===== config.mk =====
export PLATFORM = sky130hd
export DESIGN_NAME = avalon_bus_arbiter_flat
export DESIGN_NICKNAME = d
export VERILOG_FILES = /design/src/rtl/avalon_bus_arbiter_if.sv /design/src/rtl/avalon_bus_arbiter.sv /design/src/flat_wrapper.sv
export SDC_FILE = /design/constraint.sdc
export NUM_CORES = 1
export LEC_CHECK = 0
export BUFFER_PORTS_ARGS = -buffer_cell sky130_fd_sc_hd__buf_2
export CAP_MARGIN = 0
export CORE_AREA = 2 2 123 125
export DETAILED_ROUTE_END_ITERATION = 6
export DIE_AREA = 0 0 125 127
export GPL_TIMING_DRIVEN = 0
export SLEW_MARGIN = 20
export SYNTH_ARGS = -nofsm -noshare
export SYNTH_HDL_FRONTEND = slang
export SYNTH_SLANG_ARGS = --single-unit

===== constraint.sdc =====
create_clock -name clk -period 3.3 [get_ports clk]
set_clock_uncertainty 0.15 [all_clocks]
set_input_delay 0.165 -clock clk [delete_from_list [all_inputs] [get_ports clk]]
set_output_delay 0.165 -clock clk [all_outputs]
set_load 0.01 [all_outputs]

===== src/rtl/avalon_bus_arbiter_if.sv =====
// rtl/avalon_bus_arbiter_if.sv - Avalon-MM port bundle with master and slave views
interface avalon_bus_arbiter_if;
  logic        read;
  logic        write;
  logic [31:0] address;
  logic [31:0] writedata;
  logic [3:0]  byteenable;
  logic [31:0] readdata;
  logic        waitrequest;

  modport master (
    output read, write, address, writedata, byteenable,
    input  readdata, waitrequest
  );

  modport slave (
    input  read, write, address, writedata, byteenable,
    output readdata, waitrequest
  );
endinterface


===== src/rtl/avalon_bus_arbiter.sv =====
// rtl/avalon_bus_arbiter.sv - two-master fair arbiter onto one Avalon-MM slave with watchdog
module avalon_bus_arbiter #(
  parameter int MAX_WAIT = 255
) (
  input  logic                        clk,
  input  logic                        reset,
  avalon_bus_arbiter_if.slave         m0,
  avalon_bus_arbiter_if.slave         m1,
  avalon_bus_arbiter_if.master        s,
  output logic [1:0]                  grant,
  output logic                        bus_error
);

  localparam int CW = ($clog2(MAX_WAIT + 1) > 8) ? $clog2(MAX_WAIT + 1) : 8;
  localparam logic [CW:0] LIMIT = (CW + 1)'(MAX_WAIT);

  typedef enum logic [1:0] {IDLE, OWN0, OWN1} state_t;

  state_t          state;
  state_t          next_state;
  logic            last_owner;
  logic [CW-1:0]   wait_cnt;
  logic            req0;
  logic            req1;
  logic            owner_req;
  logic            done;
  logic            timeout;

  assign req0      = m0.read | m0.write;
  assign req1      = m1.read | m1.write;
  assign owner_req = (state == OWN0) ? req0 : (state == OWN1) ? req1 : 1'b0;
  assign done      = owner_req & ~s.waitrequest;
  // Fires on the last permitted wait cycle so the owner sees at most MAX_WAIT of them.
  assign timeout   = owner_req & s.waitrequest &
                     (({1'b0, wait_cnt} + (CW + 1)'(1)) >= LIMIT);

  always_ff @(posedge clk or posedge reset) begin
    if (reset) begin
      state <= IDLE;
    end else begin
      state <= next_state;
    end
  end

  always_comb begin
    next_state = state;
    case (state)
      IDLE: begin
        if (req0 && (!req1 || last_owner)) begin
          next_state = OWN0;
        end else if (req1) begin
          next_state = OWN1;
        end
      end
      OWN0, OWN1: begin
        if (!owner_req || done || timeout) begin
          next_state = IDLE;
        end
      end
      default: next_state = IDLE;
    endcase
  end

  // Counter is held at zero in IDLE, which clears it on every fresh grant.
  always_ff @(posedge clk or posedge reset) begin
    if (reset) begin
      last_owner <= 1'b1;
      wait_cnt   <= '0;
      bus_error  <= 1'b0;
    end else begin
      if (state == IDLE) begin
        wait_cnt <= '0;
      end else if (s.waitrequest && (wait_cnt != {CW{1'b1}})) begin
        wait_cnt <= wait_cnt + CW'(1);
      end
      if (done || timeout) begin
        last_owner <= (state == OWN1);
      end
      if (timeout) begin
        bus_error <= 1'b1;
      end
    end
  end

  always_comb begin
    s.read         = 1'b0;
    s.write        = 1'b0;
    s.address      = '0;
    s.writedata    = '0;
    s.byteenable   = '0;
    m0.waitrequest = 1'b1;
    m1.waitrequest = 1'b1;
    grant          = 2'b00;
    if (!reset) begin
      case (state)
        OWN0: begin
          s.read         = m0.read;
          s.write        = m0.write & ~m0.read;
          s.address      = m0.address;
          s.writedata    = m0.writedata;
          s.byteenable   = m0.byteenable;
          m0.waitrequest = s.waitrequest;
          grant          = 2'b01;
        end
        OWN1: begin
          s.read         = m1.read;
          s.write        = m1.write & ~m1.read;
          s.address      = m1.address;
          s.writedata    = m1.writedata;
          s.byteenable   = m1.byteenable;
          m1.waitrequest = s.waitrequest;
          grant          = 2'b10;
        end
        default: ;
      endcase
    end
  end

  assign m0.readdata = s.readdata;
  assign m1.readdata = s.readdata;

endmodule


===== src/flat_wrapper.sv =====
// flat-port wrapper written by rule: the top's interface ports become plain ports
module avalon_bus_arbiter_flat 
#(
  parameter int MAX_WAIT = 255
)
  (clk, reset, grant, bus_error, m0_read, m0_write, m0_address, m0_writedata, m0_byteenable, m0_readdata, m0_waitrequest, m1_read, m1_write, m1_address, m1_writedata, m1_byteenable, m1_readdata, m1_waitrequest, s_read, s_write, s_address, s_writedata, s_byteenable, s_readdata, s_waitrequest);
  avalon_bus_arbiter_if m0_i ();
  avalon_bus_arbiter_if m1_i ();
  avalon_bus_arbiter_if s_i ();
  input  logic clk;
  input  logic reset;
  output logic [1:0] grant;
  output logic bus_error;
  input wire logic [$bits(m0_i.read)-1:0] m0_read;
  input wire logic [$bits(m0_i.write)-1:0] m0_write;
  input wire logic [$bits(m0_i.address)-1:0] m0_address;
  input wire logic [$bits(m0_i.writedata)-1:0] m0_writedata;
  input wire logic [$bits(m0_i.byteenable)-1:0] m0_byteenable;
  output wire logic [$bits(m0_i.readdata)-1:0] m0_readdata;
  output wire logic [$bits(m0_i.waitrequest)-1:0] m0_waitrequest;
  input wire logic [$bits(m1_i.read)-1:0] m1_read;
  input wire logic [$bits(m1_i.write)-1:0] m1_write;
  input wire logic [$bits(m1_i.address)-1:0] m1_address;
  input wire logic [$bits(m1_i.writedata)-1:0] m1_writedata;
  input wire logic [$bits(m1_i.byteenable)-1:0] m1_byteenable;
  output wire logic [$bits(m1_i.readdata)-1:0] m1_readdata;
  output wire logic [$bits(m1_i.waitrequest)-1:0] m1_waitrequest;
  output wire logic [$bits(s_i.read)-1:0] s_read;
  output wire logic [$bits(s_i.write)-1:0] s_write;
  output wire logic [$bits(s_i.address)-1:0] s_address;
  output wire logic [$bits(s_i.writedata)-1:0] s_writedata;
  output wire logic [$bits(s_i.byteenable)-1:0] s_byteenable;
  input wire logic [$bits(s_i.readdata)-1:0] s_readdata;
  input wire logic [$bits(s_i.waitrequest)-1:0] s_waitrequest;
  assign m0_i.read = m0_read;
  assign m0_i.write = m0_write;
  assign m0_i.address = m0_address;
  assign m0_i.writedata = m0_writedata;
  assign m0_i.byteenable = m0_byteenable;
  assign m0_readdata = m0_i.readdata;
  assign m0_waitrequest = m0_i.waitrequest;
  assign m1_i.read = m1_read;
  assign m1_i.write = m1_write;
  assign m1_i.address = m1_address;
  assign m1_i.writedata = m1_writedata;
  assign m1_i.byteenable = m1_byteenable;
  assign m1_readdata = m1_i.readdata;
  assign m1_waitrequest = m1_i.waitrequest;
  assign s_read = s_i.read;
  assign s_write = s_i.write;
  assign s_address = s_i.address;
  assign s_writedata = s_i.writedata;
  assign s_byteenable = s_i.byteenable;
  assign s_i.readdata = s_readdata;
  assign s_i.waitrequest = s_waitrequest;
  avalon_bus_arbiter #(.MAX_WAIT(MAX_WAIT)) u_core (.clk(clk), .reset(reset), .m0(m0_i), .m1(m1_i), .s(s_i), .grant(grant), .bus_error(bus_error));
endmodule

== Word-level counts from Yosys, hierarchy flattened ==
Index checks and enable logic that the tools add are counted.
Widths: inputs -> output; s select.
Word-level totals
  register bits after elaboration: 12
  bits of input ports: 175
  logic and storage cells: 58
Operators by class
  add/subtract/negate cells: 2
  order comparisons: 1
  equal/unequal tests: 5
  muxes and demuxes: 24
  bitwise gates (word level): 10
  reduce and logical (&&, ||, !) cells: 12
Operator list (count)
  $pmux 32 s2: 2
  $mux 32: 2
  $mux 8: 2
  $add 8x1->9 const B: 1
  $ge 9x8->1 const B: 1
  $add 8x1->8 const B: 1
  $mux 1: 8
  $mux 2: 4
  $ne 8x8->1 const B: 1
  $pmux 2 s2: 2
  $pmux 4 s2: 1
  $and 1x1->1: 5
  $logic_or 1x1->1: 4
  $mux 4: 1
  $pmux 1 s2: 2
  $ne 3x1->1 const B: 1
  $not 1->1: 3
  $eq 2x1->1 const B: 1
  $eq 2x2->1 const B: 1
  $logic_and 1x1->1: 2
  $logic_not 1->1: 2
  $logic_not 2->1: 1
  $ne 2x1->1 const B: 1
  $or 1x1->1: 2
  other kinds (3): 3

== Logic depth before layout (Yosys ltp) ==
Gate-level depths: netlist (run 1).
  depth after elaboration: 8
  gate-level depth with buffers: 8

== Least setup slack after synthesis (run 1) ==
No wires, ideal clock.
  path kind: reg-to-reg
  start: register u_core.wait_cnt[0]
  end: register u_core.last_owner
  setup time: 0.085 ns
  arrival: 1.904 ns
  data required time: 3.065 ns
  slack: 1.161 ns
  cell stages (with the launch flop): 8
  path buffers: 0
  period minus slack after synthesis: 2.139 ns
  cell sequence: dfrtp_1 > ha_1 > a21o_2 > a21boi_0 > o21ai_1 > a221oi_2 > o21ai_1 > mux2_1
Between the ends
  word-level cells in the longest chain between the ends: 4
Ends and longest elaborated chain
  from (decl): line avalon_bus_arbiter.sv:22  | logic [CW-1:0] wait_cnt;
  from (signal assigned): line avalon_bus_arbiter.sv:74  | wait_cnt <= wait_cnt + CW'(1);
  $add 8x1->9: line avalon_bus_arbiter.sv:35  | (({1'b0, wait_cnt} + (CW + 1)'(1)) >= LIMIT);
  $ge 9x8->1: line avalon_bus_arbiter.sv:35
  $and 1x1->1: line avalon_bus_arbiter.sv:34  | assign timeout = owner_req & s.waitrequest &
  $logic_or 1x1->1: line avalon_bus_arbiter.sv:76  | if (done || timeout) begin
  to (signal assigned): line avalon_bus_arbiter.sv:77  | last_owner <= (state == OWN1);
  to (decl): line avalon_bus_arbiter.sv:21  | logic last_owner;
No other way between the ends.
A chain may end at the register's enable or synchronous reset.

== Final worst setup path (run 1) ==
  start: input port reset
  end: output port s_write
Between the ends
  word-level cells in the longest chain between the ends: 1
Ends and longest elaborated chain
  from (decl): line flat_wrapper.sv:11  | input logic reset;
  $mux 1: line avalon_bus_arbiter.sv:94  | if (!reset) begin
  to (decl): line flat_wrapper.sv:29  | output wire logic [$bits(s_i.write)-1:0] s_write;
No other way between the ends.

==> impl_metrics.toml, run 1 <==
[cells_and_area]
design_area_mm2 = 0.00392
diodes = 0
nets = 786
drive_gt1_frac = 0.593
multi_input_area_mm2 = 0.00128
fillers = 1619
seq_area_um2 = 302
syn_to_final_growth_pct = 79.4

[clocking]
cts-root-buf = "clkbuf_16"
htreeDepth = 1
cts_made_buffers = 3
cts.path.max_buffers = 2
clock_latency_ns = 0.24
path_clk_slew_ns = 0.04
ctsResizeCount = 0
cts_tree = "yes"
post_cts_buffers = 0
clock-sinks = 12

[routing]
drc = 0
dr.pass1.iters = 4
wl_per_cell_um = 14.1
postRouteAntennaNets = 0
via_count = 3269
vias_per_cell = 4.15
drt-initial-drc-count = 115
routed_wl_um = 11100

[sta]
rsz0062_at_grt = "false"
worst_slew_pin_slew_ns = 0.536
hold_slack_ns = 0.0934
fin_crit_ns = 2.43
hold_violations = 0
period_share = 0.735
slew_viol_final = 0
fin_ws_ns = 0.874
fmax_mhz = 412
slew_headroom = 0.643
setup_tns_ns = 0
setup_viol = 0

[die]
initial_core_util = 0.152
io_pins = 314
core-area_mm2 = 0.0144
rows = 44
dieArea_mm2 = 0.0159
fp.dieW_um = 125
die_h_um = 127

[critical_path]
slowest_delay_ns = 0.53
crit_required_ns = 2.98
reg2reg_to = "u_core.last_owner"
r2r_start = "u_core.wait_cnt[0]"
slowest_stage = "dlygate4sd3_1"
rrSetupSlack_ns = 0.96
cp_cell_sequence = "dlygate4sd3_1 -> buf_2 -> inv_2 -> nand2_1 -> clkbuf_1 -> a21oi_1 -> buf_2"
reg2reg_depth = 7
critPathArrivalTime_ns = 2.11
cp_num_buf_inv = 5
cp_max_fo = 13
worst_setup_path_start_kind = "input port"
end_kind = "output port"
critPathTopFamily = "buffers and inverters"
worst-setup-path-type = "input port to output port"
timing.critical_path.mode_cell = "buf_2"

[synth]
yosys_warnings = 0
synth_nets = 499
synthCells = 318
ys_ff_latch = 12
seq_area_frac_synth = 0.138
syn_area_mm2 = 0.00219
avgSynthCellArea_um2 = 6.87
synth_fa_ha_area_frac = 0.0343
synth_simple_gate_area_frac = 0.199
synth_top_family_by_area = "compound AO/OA/AOI/OAI gates"
synth_xor_area_frac = 0.0280
synth_cell_types = 37
synth_compound_area_frac = 0.317
synth_mux_area_frac = 0.00515

[place]
placed_area_mm2 = 0.00382
place_congestion = 0.777
hpwl_um = 9460
port_buffers = 281
dp_slack_ns = 0.968

[global_route]
antenna_found_initial = 0
grt_pass1_vias = 3036
grt_max_degree = 14
overflow = 0
grt_util_all_layers = 0.124
grt_pass1_wl_um = 16200

[min_path]
hold_class = "input port to flip-flop"
whs_path_depth = 2
holdCritStartpoint = "s_waitrequest"
hold_path_end = "u_core.bus_error"

[outcome]
status = "finished, final reports clean"

[power_and_ir_drop]
powerDensity_mw_per_mm2 = 462
leakage_uw = 0.00215
ir_drop_v = 0.000232
power.total_uw = 1810

[run]
maxCapViolCount = 0
==> flip-flops by register name (all words and copies together) (netlist names) <==
name / count
u_core.bus_error: 1
u_core.last_owner: 1
u_core.state: 2
u_core.wait_cnt: 8
==> stage by stage <==
| step | utilization | cells |
|---|---|---|
| 6_report | 0.272 | 788 |
| 3_5_place_dp | 0.265 | 783 |
| 5_1_grt | 0.272 | 788 |
| 4_1_cts | 0.272 | 788 |
| 2_1_floorplan | - | 318 |
| 3_3_place_gp | 0.265 | 783 |
==> layout by cell type, fill, tap and decap left out, types with 4 or more instances in the layout <==
cell type,count
o21ai_1,5
nor2_1,83
clkbuf_1,20
a22oi_1,69
nand2_1,8
dfrtp_1,11
o21ai_0,4
buf_2,281
ha_1,6
xor2_1,5
buf_4,65
==> where the power goes <==
part | internal [uW] | switching [uW] | leakage (uW)
Clock | 183 | 67.1 | 0.0000442
Combinational | 544 | 807 | 0.00195
Sequential | 179 | 30.6 | 0.000160
Total | 906 | 905 | 0.00215
==> per-layer routing <==
layer,track usage,up-vias,routed length (um)
li1,-,1631,-
met1,0.167,1484,4780
met2,0.218,149,5530
met3,0.0163,5,733
met4,0.0157,0,73
met5,0,-,0
==> final cells by class <==
cell class | instances | share of cell area
well taps | 184 | 0.0587
clock buffers | 4 | 0.0227
repair buffers | 282 | 0.361
multi-input cells | 213 | 0.325
flip-flops and latches | 12 | 0.0769
plain buffers | 89 | 0.151
inverters | 4 | 0.00383
==> how the worst max path moves through the flow <==
stage                             from                end  slack [ns]  depth (start not counted)
floorplan           u_core.wait_cnt[0]  u_core.last_owner        1.16                          7
global placement    u_core.wait_cnt[0]    u_core.state[0]        0.95                          7
detailed placement  u_core.wait_cnt[0]    u_core.state[0]        0.97                          7
CTS                              reset             s_read        0.76                          7
global route                     reset       s_address[9]        0.67                          7
finish                           reset            s_write        0.87                          7
==> what timing repair did <==
| action | CTS | global route |
|---|---|---|
| endpoints found under the setup margin | 0 | 0 |
| hold buffers | 1 | 0 |
| hold endpoints to repair | 11 | 0 |
==> cells by family after synthesis <==
kind of cell	count (synthesis)
simple gates	105
buf+inv	93
flops	12
fa+ha+maj	6
compound gates	94
mux	1
xor+xnor	7
==> cells in the mapped netlist (all sizes together) <==
cell type | count | area, um^2
nor2 | 83 | 312
a22oi | 69 | 518
buf | 69 | 518
clkbuf | 20 | 75.1
dfrtp | 11 | 275
o21ai | 9 | 45.0
nand2 | 8 | 30.0
ha | 6 | 75.1
xor2 | 5 | 43.8
inv | 4 | 15.0
nand4 | 3 | 18.8
a211oi | 2 | 15.0
a21o | 2 | 17.5
a21oi | 2 | 10.0
a2bb2oi | 2 | 17.5
and3 | 2 | 12.5
nand3 | 2 | 10.0
nand3b | 2 | 15.0
nor2b | 2 | 12.5
xnor2 | 2 | 17.5
a21boi | 1 | 7.51
a221oi | 1 | 15.0
a31o | 1 | 8.76
and4b | 1 | 10.0
dfstp | 1 | 26.3
mux2 | 1 | 11.3
nand2b | 1 | 8.76
o2111ai | 1 | 8.76
o21a | 1 | 7.51
o21bai | 1 | 7.51
o22ai | 1 | 6.26
o32ai | 1 | 8.76
or3 | 1 | 6.26
No activity file was read; power rests on OpenSTA's default activity.
==> run 2, diff against run 1 <==
==> constraint.sdc (replaced) <==
create_clock -name clk -period 2.42 [get_ports clk]
set_clock_uncertainty 0.15 [all_clocks]
set_input_delay 0.121 -clock clk [delete_from_list [all_inputs] [get_ports clk]]
set_output_delay 0.121 -clock clk [all_outputs]
set_load 0.01 [all_outputs]
==> run 2 against run 1 <==
Net effect:
- utilization grew 0.11 points
- clock power increased by 37%
- final area grew 0.41%
- global-route usage did not move
- largest cell class unchanged
- largest power group unchanged
==> impl_metrics.toml, run 2 (synthesized netlist as in run 1, its figures left out) <==
[run]
maxCapViolCount = 0

[cells_and_area]
utilization = 0.273
multi_input_area_mm2 = 0.00128
design_area_mm2 = 0.00394
mostFrequentLayoutCell = "buf_2"
fillers = 1617
drive_gt1_frac = 0.602
syn_to_final_growth_pct = 80.1
reg_top3 = "u_core.wait_cnt: 8 flops, u_core.state: 2 flops"
largest_register = "u_core.wait_cnt"
seq_area_um2 = 302
largest_reg_flops = 8
mostFrequentLayoutCells = "buf_2 (281), nor2_1 (83), a22oi_1 (69)"
nets = 787
diodes = 0

[die]
dieArea_mm2 = 0.0159
io_pins = 314
fp.dieW_um = 125
rows = 44
die_h_um = 127
core-area_mm2 = 0.0144
initial_core_util = 0.152

[critical_path]
slowest_stage = "dfrtp_1"
end_kind = "output port"
worst-setup-path-type = "flip-flop to output port"
slowest_delay_ns = 0.39
cp_cell_sequence = "inv_1 -> ha_1 -> buf_6 -> clkbuf_1 -> nand3b_1 -> a21oi_1 -> buf_2"
critPathTopFamily = "buffers and inverters"
crit_required_ns = 2.15
cp_max_fo = 10
critPathArrivalTime_ns = 1.99
worst_setup_path_start_kind = "flip-flop"
cp_num_buf_inv = 4

[sta]
period_share = 0.935
slew_headroom = 0.655
hold_violations = 0
worst_slew_pin_slew_ns = 0.517
fin_crit_ns = 2.26
setup_viol = 0
slew_viol_final = 0
rsz0062_at_grt = "true"
fmax_mhz = 442
fin_ws_ns = 0.157

[clocking]
clock-sinks = 12
path_clk_slew_ns = 0.04
cts.path.max_buffers = 2
cts_tree = "yes"
cts-root-buf = "clkbuf_16"
cts_made_buffers = 3
htreeDepth = 1
clock_latency_ns = 0.24

[routing]
drt-initial-drc-count = 91
vias_per_cell = 4.14
dr.pass1.iters = 4
drc = 0
routed_wl_um = 11100
wl_per_cell_um = 14.1
via_count = 3267
postRouteAntennaNets = 0

[power_and_ir_drop]
powerDensity_mw_per_mm2 = 630
ir_drop_v = 0.000317
leakage_uw = 0.00216

[place]
hpwl_um = 9460
port_buffers = 281
place_congestion = 0.777
dp_slack_ns = 0.0883
placed_area_mm2 = 0.00382

[global_route]
grt_pass1_vias = 3036
grt_max_degree = 14
grt_util_all_layers = 0.124
grt_pass1_wl_um = 16200
overflow = 0
antenna_found_initial = 0

[outcome]
status = "finished, final reports clean"

[min_path]
hold_class = "input port to flip-flop"
-- run 2: path summary, 6_finish.rpt --
| kind | startpoint | to | slack, ns | cells past startpoint |
|---|---|---|---|---|
| worst min-delay path | s_waitrequest | u_core.bus_error | 0.05 | 2 |
| min in group asynchronous | reset | u_core.state[1] | 0.25 | 3 |
| worst min register to register | u_core.bus_error | u_core.bus_error | 0.36 | 1 |
| max in group asynchronous | reset | u_core.last_owner | 1.60 | 3 |
| worst max register to register | u_core.wait_cnt[0] | u_core.last_owner | 0.17 | 7 |
| worst max-delay path | u_core.state[0] | s_write | 0.16 | 7 |
-- run 2: per-stage QoR --
step	hold slack, ns	std cells	setup TNS [ns]	power, uW
3_5_place_dp	-0.0420	783	0	2150
2_1_floorplan	-0.226	318	0	1460
6_report	0.0493	789	0	2480
4_1_cts	0.0417	788	0	2510
5_1_grt	0.0679	789	-0.0636	2730
3_3_place_gp	-0.0439	783	0	2150
-- run 2: routing by layer --
layer	share of wire	global-route usage
met3	0.062	0.0163
met4	0.0067	0.0157
met1	0.44	0.167
met2	0.50	0.218
met5	0	0
-- run 2: timing repair --
| action | in CTS | in global routing |
|---|---|---|
| pin swaps | 0 | 1 |
| hold buffers | 1 | 0 |
| setup endpoints to repair | 1 | 52 |
| gates resized for setup | 1 | 7 |
| endpoints found under the hold margin | 12 | 0 |
| setup buffers | 0 | 1 |
-- run 2: power breakdown --
group	internal [uW]	leakage (uW)	switching, uW
clock	250	0.0000442	91.7
sequential	244	0.000160	43.1
combinational	750	0.00196	1100
total	1240	0.00216	1240
-- run 2: final cells by class --
class                   count  share of cell area
flip-flops and latches     12              0.0766
repair buffers            283               0.362
clock buffers               4              0.0226
plain buffers              89               0.152
well taps                 184              0.0585
inverters                   4             0.00381
multi-input cells         213               0.325
-- run 2: worst reg2reg max path, cell delays in order (launching register included) --
cell	delay [ns]
dfrtp_1	0.44
ha_2	0.27
a21o_2	0.20
a21boi_0	0.16
o21ai_1	0.11
a221oi_2	0.40
o21ai_1	0.15
mux2_1	0.32
